[src/rtl/prog_loader.sv]
// Byte-stream program loader: frames N, 4*N big-endian data bytes (and a checksum byte when
// PROG_LOADER_CHECKSUM_EN is defined), writes words to instruction memory, then releases the CPU.
//
// state  | meaning
// -------+-------------------------------------------------------------
// S_IDLE | after reset, waiting for load_req
// S_HDR  | accepting header byte N (word count)
// S_DATA | accepting data bytes, writing one word per four bytes
// S_CSUM | accepting checksum byte, compared with running XOR
// S_DONE | program loaded, CPU released, waiting for load_req
// S_ERR  | bad count or checksum, CPU held, waiting for load_req
module prog_loader #(
   parameter int DEPTH  = 32,
   parameter int ADDR_W = 5
) (
   input  logic              clk,
   input  logic              rst_n,
   input  logic              load_req,
   input  logic              in_valid,
   input  logic [7:0]        in_data,
   output logic              in_ready,
   output logic              imem_we,
   output logic [ADDR_W-1:0] imem_addr,
   output logic [31:0]       imem_wdata,
   output logic              cpu_rst_n,
   output logic              done,
   output logic              err
);

   localparam int CNT_W = ADDR_W + 1;

   typedef enum logic [2:0] {
      S_IDLE,
      S_HDR,
      S_DATA,
      S_CSUM,
      S_DONE,
      S_ERR
   } state_t;

   state_t            state;
   logic [CNT_W-1:0]  n_cnt;
   logic [ADDR_W-1:0] widx;
   logic [1:0]        bidx;
   logic [23:0]       word;
`ifdef PROG_LOADER_CHECKSUM_EN
   logic [7:0]        acc;
`endif

   logic xfer;
   assign xfer = in_valid && in_ready;

   always_ff @(posedge clk) begin
      if (!rst_n) begin
         state      <= S_IDLE;
         in_ready   <= 1'b0;
         imem_we    <= 1'b0;
         imem_addr  <= '0;
         imem_wdata <= '0;
         cpu_rst_n  <= 1'b0;
         done       <= 1'b0;
         err        <= 1'b0;
         n_cnt      <= '0;
         widx       <= '0;
         bidx       <= '0;
         word       <= '0;
`ifdef PROG_LOADER_CHECKSUM_EN
         acc        <= '0;
`endif
      end else begin
         imem_we <= 1'b0;
         case (state)
            S_IDLE: begin
               if (load_req) begin
                  state    <= S_HDR;
                  in_ready <= 1'b1;
               end
            end
            S_HDR: begin
               if (xfer) begin
                  if (in_data == 8'd0 || in_data > 8'(DEPTH)) begin
                     state    <= S_ERR;
                     in_ready <= 1'b0;
                     err      <= 1'b1;
                  end else begin
                     n_cnt <= in_data[CNT_W-1:0];
                     widx  <= '0;
                     bidx  <= '0;
`ifdef PROG_LOADER_CHECKSUM_EN
                     acc   <= in_data;
`endif
                     state <= S_DATA;
                  end
               end
            end
            S_DATA: begin
               if (xfer) begin
                  word <= {word[15:0], in_data};
                  bidx <= bidx + 2'd1;
`ifdef PROG_LOADER_CHECKSUM_EN
                  acc  <= acc ^ in_data;
`endif
                  if (bidx == 2'd3) begin
                     imem_we    <= 1'b1;
                     imem_addr  <= widx;
                     imem_wdata <= {word, in_data};
                     // Leave DATA on the last word so the state change lands with its write pulse.
                     if ({1'b0, widx} == n_cnt - CNT_W'(1)) begin
`ifdef PROG_LOADER_CHECKSUM_EN
                        state <= S_CSUM;
`else
                        state     <= S_DONE;
                        in_ready  <= 1'b0;
                        done      <= 1'b1;
                        cpu_rst_n <= 1'b1;
`endif
                     end else begin
                        widx <= widx + ADDR_W'(1);
                     end
                  end
               end
            end
`ifdef PROG_LOADER_CHECKSUM_EN
            S_CSUM: begin
               if (xfer) begin
                  in_ready <= 1'b0;
                  if (in_data == acc) begin
                     state     <= S_DONE;
                     done      <= 1'b1;
                     cpu_rst_n <= 1'b1;
                  end else begin
                     state <= S_ERR;
                     err   <= 1'b1;
                  end
               end
            end
`endif
            S_DONE: begin
               if (load_req) begin
                  state     <= S_HDR;
                  in_ready  <= 1'b1;
                  done      <= 1'b0;
                  cpu_rst_n <= 1'b0;
               end
            end
            S_ERR: begin
               if (load_req) begin
                  state    <= S_HDR;
                  in_ready <= 1'b1;
                  err      <= 1'b0;
               end
            end
            default: begin
               state    <= S_IDLE;
               in_ready <= 1'b0;
            end
         endcase
      end
   end

endmodule

[config.mk]
export PLATFORM = sky130hd
export DESIGN_NAME = prog_loader
export DESIGN_NICKNAME = d
export VERILOG_FILES = /design/src/rtl/prog_loader.sv
export SDC_FILE = /design/constraint.sdc
export NUM_CORES = 1
export LEC_CHECK = 0
export CORE_UTILIZATION = 30
export CTS_CLUSTER_DIAMETER = 50
export DETAILED_ROUTE_END_ITERATION = 16
export PLACE_DENSITY_LB_ADDON = 0.12
export SYNTH_ARGS = -nofsm -noshare
export SYNTH_HDL_FRONTEND = slang
export SYNTH_SLANG_ARGS = --single-unit
[constraint.sdc]
create_clock -name clk -period 3.9 [get_ports clk]
set_input_delay 0.975 -clock clk [delete_from_list [all_inputs] [get_ports clk]]
set_output_delay 0.975 -clock clk [all_outputs]
set_load 0.02 [all_outputs]
==> impl_results.md, run 1 <==
- Outcome: finished, final reports clean
- FF+latch count, synth: 81
- Final WL: 8390 µm
- Internal: 0.00146 W
- Synth cell types: 43
- Highest Clock Rate: 0.344 GHz
- Post-route DRC violation count: 0
- Reg2Reg Setup Slack: 1350 ps
- Post-CTS setup buffers: 0
- Final ANT Viol Nets: 0
- Clk_lat worst skew: around 340 ps
- Worst-path clk slew: 60 ps
- Ys flop type: dfxtp_1
- Worst Path Max Fanout: 8
- Clock buffer count from CTS: 9
- Core area: roughly 11,000 µm²
- FF+latch area: around 1600 µm²
- Worst Hold Class: reg2reg
- Antenna Cells: 0
- Slew Limit Fails: 0
- Area growth, synth to finish: 27.4%
- Placer's final routability congestion estimate: 0.773
- Clk sink count: 81
- Initial DRT Pass Iterations: 4
- Setup-failing EPs final: 0
- Data arrival, critical path: 3190 ps
- Hpwl dp: 5580 µm
- Synthesized netlist cell count: 396
- Total GRT Usage: 0.160
- WHS: about 460 ps
- Critical path data required time: 4180 ps
- Hold Path Depth: 2
- Post-synth EDFFs: 0
- Power Density: 455 nW/µm²
- Hold path start: imem_wdata[8]
- Clk pwr share: 0.433
- Die area: 11,700 µm²
- Logic pwr share: 0.113
- Final period utilization: 0.745
- Worst r2r path cells: 7
- Non-Filler Instances: 586
- Grt ovf: 0
- Switching pwr: 0.000504 W
- Max Cap Viol: 0
- Crit path launch type: input port
- Height of the die: 108 µm
- Cts repair resizes: 0
- Asr flop ratio synth: 0
- Worst vdd ir: 0.179 mV
- Layout Nets: 456
- Starting Density: 0.310
- Post-Syn Nets: 411
- Share of layout cells above drive strength 1: 0.0695
- Critical path class: in2reg
- Global-route wire length before repair: 14,100 µm
- Pleak: 1.45 nW
- Syn avg cell area: 8.55 µm²
- Die Width: around 110 µm
- Yosys warning total: 0
- Fillers: 1,115
- Longest Clk Path Bufs: 2
- Beginning of the critical path: in_data[0]
- FF-to-FF End: widx[4]
- Vias in the first global route: 2,723
- RSZ-0062 raised after global routing: no
- Max_slew headroom: 0.485
- Placed Instances: 570
- Fin util: 0.394
- Io pins: 54
- Total negative setup slack: 0 ps
- Hold-fix buffers, CTS: 0
- IO Port Bufs: 53
- Most common cell in the netlist: nand2_1
- Mapped Area: between 3000 and 4000 µm²
- Largest net degree at the start of global routing: 44
- Worst Tran Pin Value: 773 ps
- WL/cell: between 10 and 15 µm
- Routed vias: approximately 2,800
- Number of vias per cell: roughly 4.8
- Num rows: 38
- CTS root buf: clkbuf_16
- Multi-input logic area: 1640 µm²
- Initial antenna violation count: 0
- Synth area leader: dfxtp_1
- Clk_skew: around 6.6 ps
- Yosys top cell area share: 0.479
- Initial detailed-routing violation count: 139
- Flop pwr share: 0.454
- TritonCTS clock tree: built
- Top post-synthesis cells by count: nand2_1, dfxtp_1, a21boi_0
- Hold Violations, Final: 0
- Sequential fraction of the synthesis area: 0.479
- Hold Crit Endpoint: imem_wdata[8]
- Final Critical Period: 2910 ps
- CTS HTree Levels: 3
- Largest cells by area after synthesis: dfxtp_1, nand2_1, a21boi_0, mux2i_1, clkbuf_1
- CP Capture Type: flop
- R2r startpoint: state[1]
- Sw frac: 0.256
## routing by layer
metal  vias up  track usage  part of all wire
li1       1415            -                 -
met1      1316        0.212              0.49
met2        55        0.247              0.45
met3         9       0.0350             0.036
met4         0       0.0685             0.016
met5         -            0                 0
## logic make-up after synthesis
group | count (synthesis) | share of synthesized area
simple gates | 184 | 0.245
mux | 8 | 0.0237
fa+ha+maj | 3 | 0.0111
compound gates | 85 | 0.184
flops | 81 | 0.479
buf+inv | 27 | 0.0366
xor+xnor | 8 | 0.0207
## flip-flops by register name, indices dropped and copies added (netlist names)
name / cells
imem_we: 1
imem_wdata: 32
in_ready: 1
imem_addr: 5
err: 1
widx: 5
n_cnt: 6
done: 1
bidx: 2
word: 24
state: 3
## area by class of cell
type,instances,area share
multi-input combinational,288,0.380
tap,140,0.0406
clock buffer,11,0.0563
clock inverter,5,0.0128
sequential,81,0.376
inverter,2,0.00174
timing repair buffer,59,0.132
## worst max-delay path, cell delays in order
cell and delay, ps:
clkdlybuf4s50_1 470, or4_4 550, or3_4 350, nand4_4 190, nand2_4 90, or4_1 490
nand2_1 70
## power groups by stage
stage	combinational, W	clock, W	sequential (W)
after floorplan	0.000176	0	0.000897
after global placement	0.000221	0	0.000908
after detailed placement	0.000222	0	0.000909
after CTS	0.000223	0.000876	0.000891
after global routing	0.000246	0.000916	0.000898
final	0.000221	0.000851	0.000892
## worst max-delay path by stage
stage                     endpoint  slack (ps)  cells after the start
after floorplan            widx[4]        1240                      6
after global placement     widx[4]         650                      7
after detailed placement   widx[4]         640                      7
after CTS                  widx[4]        1000                      7
after global routing      state[1]         920                      7
final                      widx[4]         990                      7
## layout by cell type, fill, tap and decap left out, types with 3 or more instances in the layout
master and n:
a21oi_1 6, clkbuf_16 9, ha_1 3, nand2b_1 3
dfxtp_1 81, buf_4 6, clkdlybuf4s50_1 52, nor2_1 6
mux2i_1 8, nor2b_1 10, nand3_1 7, a21boi_0 61
or4_1 3, o21ai_0 4, xor2_1 3, nand2_1 137
xnor2_1 5, nor3_1 3
## metrics by stage
stage	worst slack [ps]	cell area [µm²]	total power, W
2_1_floorplan	1240	3390	0.00107
3_3_place_gp	654	4020	0.00113
5_1_grt	921	4310	0.00206
4_1_cts	996	4310	0.00199
6_report	994	4310	0.00196
3_5_place_dp	641	4020	0.00113
No activity file was read; power rests on OpenSTA's default activity.
==> run 2, diff against run 1 <==
==> constraint.sdc (replaced) <==
create_clock -name clk -period 2.9 [get_ports clk]
set_input_delay 0.725 -clock clk [delete_from_list [all_inputs] [get_ports clk]]
set_output_delay 0.725 -clock clk [all_outputs]
set_load 0.02 [all_outputs]
==> run 2 against run 1 <==
  * Final cell count rose by 1.7%
  * Cell area rose by 1.5%
  * Utilization rose by 0.58 points
  * Routed wire length barely moved
  * Global-route usage fell by 0.64 points
  * Critical path depth did not move
  * Die area did not move
==> impl_results.md, run 2 (same netlist as run 1, synthesis figures left out) <==
- Placer's final routability congestion estimate: 0.776 (+0.37%)
- Largest net degree at the start of global routing: 59 (+34%)
- Non-Filler Instances: 596 (+1.7%)
- Crit path launch type: input port
- Vias in the first global route: 2,815 (+3.4%)
- Post-route DRC violation count: 0 (unchanged)
- Slowest CP cell: or4_4
- Hold-fix buffers, CTS: 0 (unchanged)
- Layout Nets: 467 (+2.4%)
- Most common cell after layout, fill and taps aside: nand2_1
- Initial DRT Pass Iterations: 4 (unchanged)
- Initial antenna violation count: 0 (unchanged)
- Height of the die: 108 µm (unchanged)
- Area growth, synth to finish: 29.3%
- Longest Clk Path Bufs: 2 (unchanged)
- Final WL: 8390 µm (about the same)
- Grt ovf: 0 (unchanged)
- Number of vias per cell: 4.71 (-1.3%)
- Antenna Cells: 0 (unchanged)
- Placed Instances: 581 (+1.9%)
- Highest-count cells in the layout ignoring fill and taps: nand2_1, dfxtp_1, a21boi_0
- Die area: 11,700 µm² (unchanged)
- Die Width: 108 µm (unchanged)
- Critical path data required time: 3120 ps (-1060 ps)
- Core area: 10,900 µm² (unchanged)
- Initial detailed-routing violation count: 153 (+10%)
- Top reg by flops: imem_wdata
- Hpwl dp: 5640 µm (+1.1%)
- Post-CTS setup buffers: 0 (unchanged)
- Global-route wire length before repair: 14,000 µm (-1.1%)
- Max_slew headroom: 0.593 (+0.108)
- Clk_skew: 7.67 ps (+1.10 ps)
- R2r startpoint: state[1]
- Crit-path max cell delay: 550 ps (about the same)
- Slew Limit Fails: 0 (unchanged)
- Highest Clock Rate: just under 0.4 GHz
- Total negative setup slack: 0 ps (unchanged)
- Final ANT Viol Nets: 0 (unchanged)
- Max reg flops: 32 (unchanged)
- Outcome: finished, final reports clean
- Max Cap Viol: 0 (unchanged)
- WL/cell: 14.1 µm (-1.7%)
- Share of layout cells above drive strength 1: 0.0921 (+0.0226)
- Total GRT Usage: 0.153 (-0.00636)
- RSZ-0062 raised after global routing: no
- CP Cell Sequence: clkdlybuf4s50_1 -> or4_4 -> or3_4 -> and2_2 -> nand2_1 -> o31ai_1 -> o221a_2
- Reg2Reg Setup Slack: 610 ps (-740 ps)
- Worst vdd ir: 0.307 mV (+71%)
- Pleak: 1.49 nW (+2.7%)
- Final Critical Period: 2550 ps
- Critical path class: in2reg
- Largest registers: imem_wdata x32, word x24, n_cnt x6
- CTS root buf: clkbuf_16
- Worst Tran Pin Value: 605 ps (-167 ps)
- Data arrival, critical path: 2770 ps (-420 ps)
- TritonCTS clock tree: built
- Worst Hold Class: reg2reg
- Io pins: 54 (unchanged)
- Hold path start: imem_wdata[24]
- Worst Path Max Fanout: 4 (-4)
- WHS: 461 ps (+0.813 ps)
- Setup-failing EPs final: 0 (unchanged)
- Clock buffer count from CTS: 9 (unchanged)
- CP Capture Type: flop
- Power Density: 592 nW/µm² (+30%)
- CTS HTree Levels: 3 (unchanged)
- Clk sink count: 81 (unchanged)
- FF+latch area: 1620 µm² (unchanged)
- Beginning of the critical path: in_data[0]
- Cts repair resizes: 0 (unchanged)
- IO Port Bufs: 53 (unchanged)
- Routed vias: 2,806 (+0.39%)
- Hold Violations, Final: 0 (unchanged)
- Worst-path clk slew: 70 ps (about the same)
- Final period utilization: 0.880
- Starting Density: 0.310 (unchanged)
- Multi-input logic area: 1640 µm² (unchanged)
- Num rows: 38 (unchanged)
- Clk_lat worst skew: 330 ps (about the same)
- Fillers: 1,144 (+2.6%)
[run 2: cell types whose count changed in the layout (fill, tap and decap cells not counted), sizes merged]
cell,before,now
clkinv,2,0
buf,7,18
clkinvlp,2,3
inv,2,4
bufinv,1,0
clkbuf,11,10
[run 2: final cells by class]
class                           instances  share of cell area
Multi-Input combinational cell        288               0.375
Sequential cell                        81               0.370
Timing Repair Buffer                   70               0.149
Clock buffer                           10              0.0546
Tap cell                              140              0.0400
Clock inverter                          5             0.00915
Inverter                                2             0.00172
[run 2: worst max-delay path, delay by kind of cell]
family	cells	cell delay, ps
AO/OA/AOI/OAI	2	350
buffers and inverters	1	440
AND/OR/NAND/NOR	4	1260
[run 2: per-stage QoR]
stage               utilization  total power [W]  area [µm²]  setup slack, ps
global placement          0.375          0.00154        4100             54.6
global route              0.400          0.00271        4380              264
CTS                       0.400          0.00262        4380              355
floorplan                     -          0.00144        3390              495
detailed placement        0.375          0.00153        4100             8.27
finish                    0.400          0.00259        4380              348
[run 2: path summary, 6_finish.rpt]
check,end,cells past startpoint
max,state[1],7
min,imem_wdata[24],2
min reg2reg,imem_wdata[24],2
max reg2reg,widx[1],6
[run 2: power breakdown]
group          internal, W  total [W]  switching (W)
Sequential         0.00114    0.00120      0.0000546
Clock             0.000605    0.00108       0.000473
Combinational     0.000141   0.000312       0.000171
[run 2: routing by layer]
metal	up-vias	global-route usage	wire length, µm
met5	-	0	0
met3	5	0.0344	272
met1	1331	0.205	4130
met4	0	0.0401	55
met2	35	0.247	3940
li1	1435	-	-
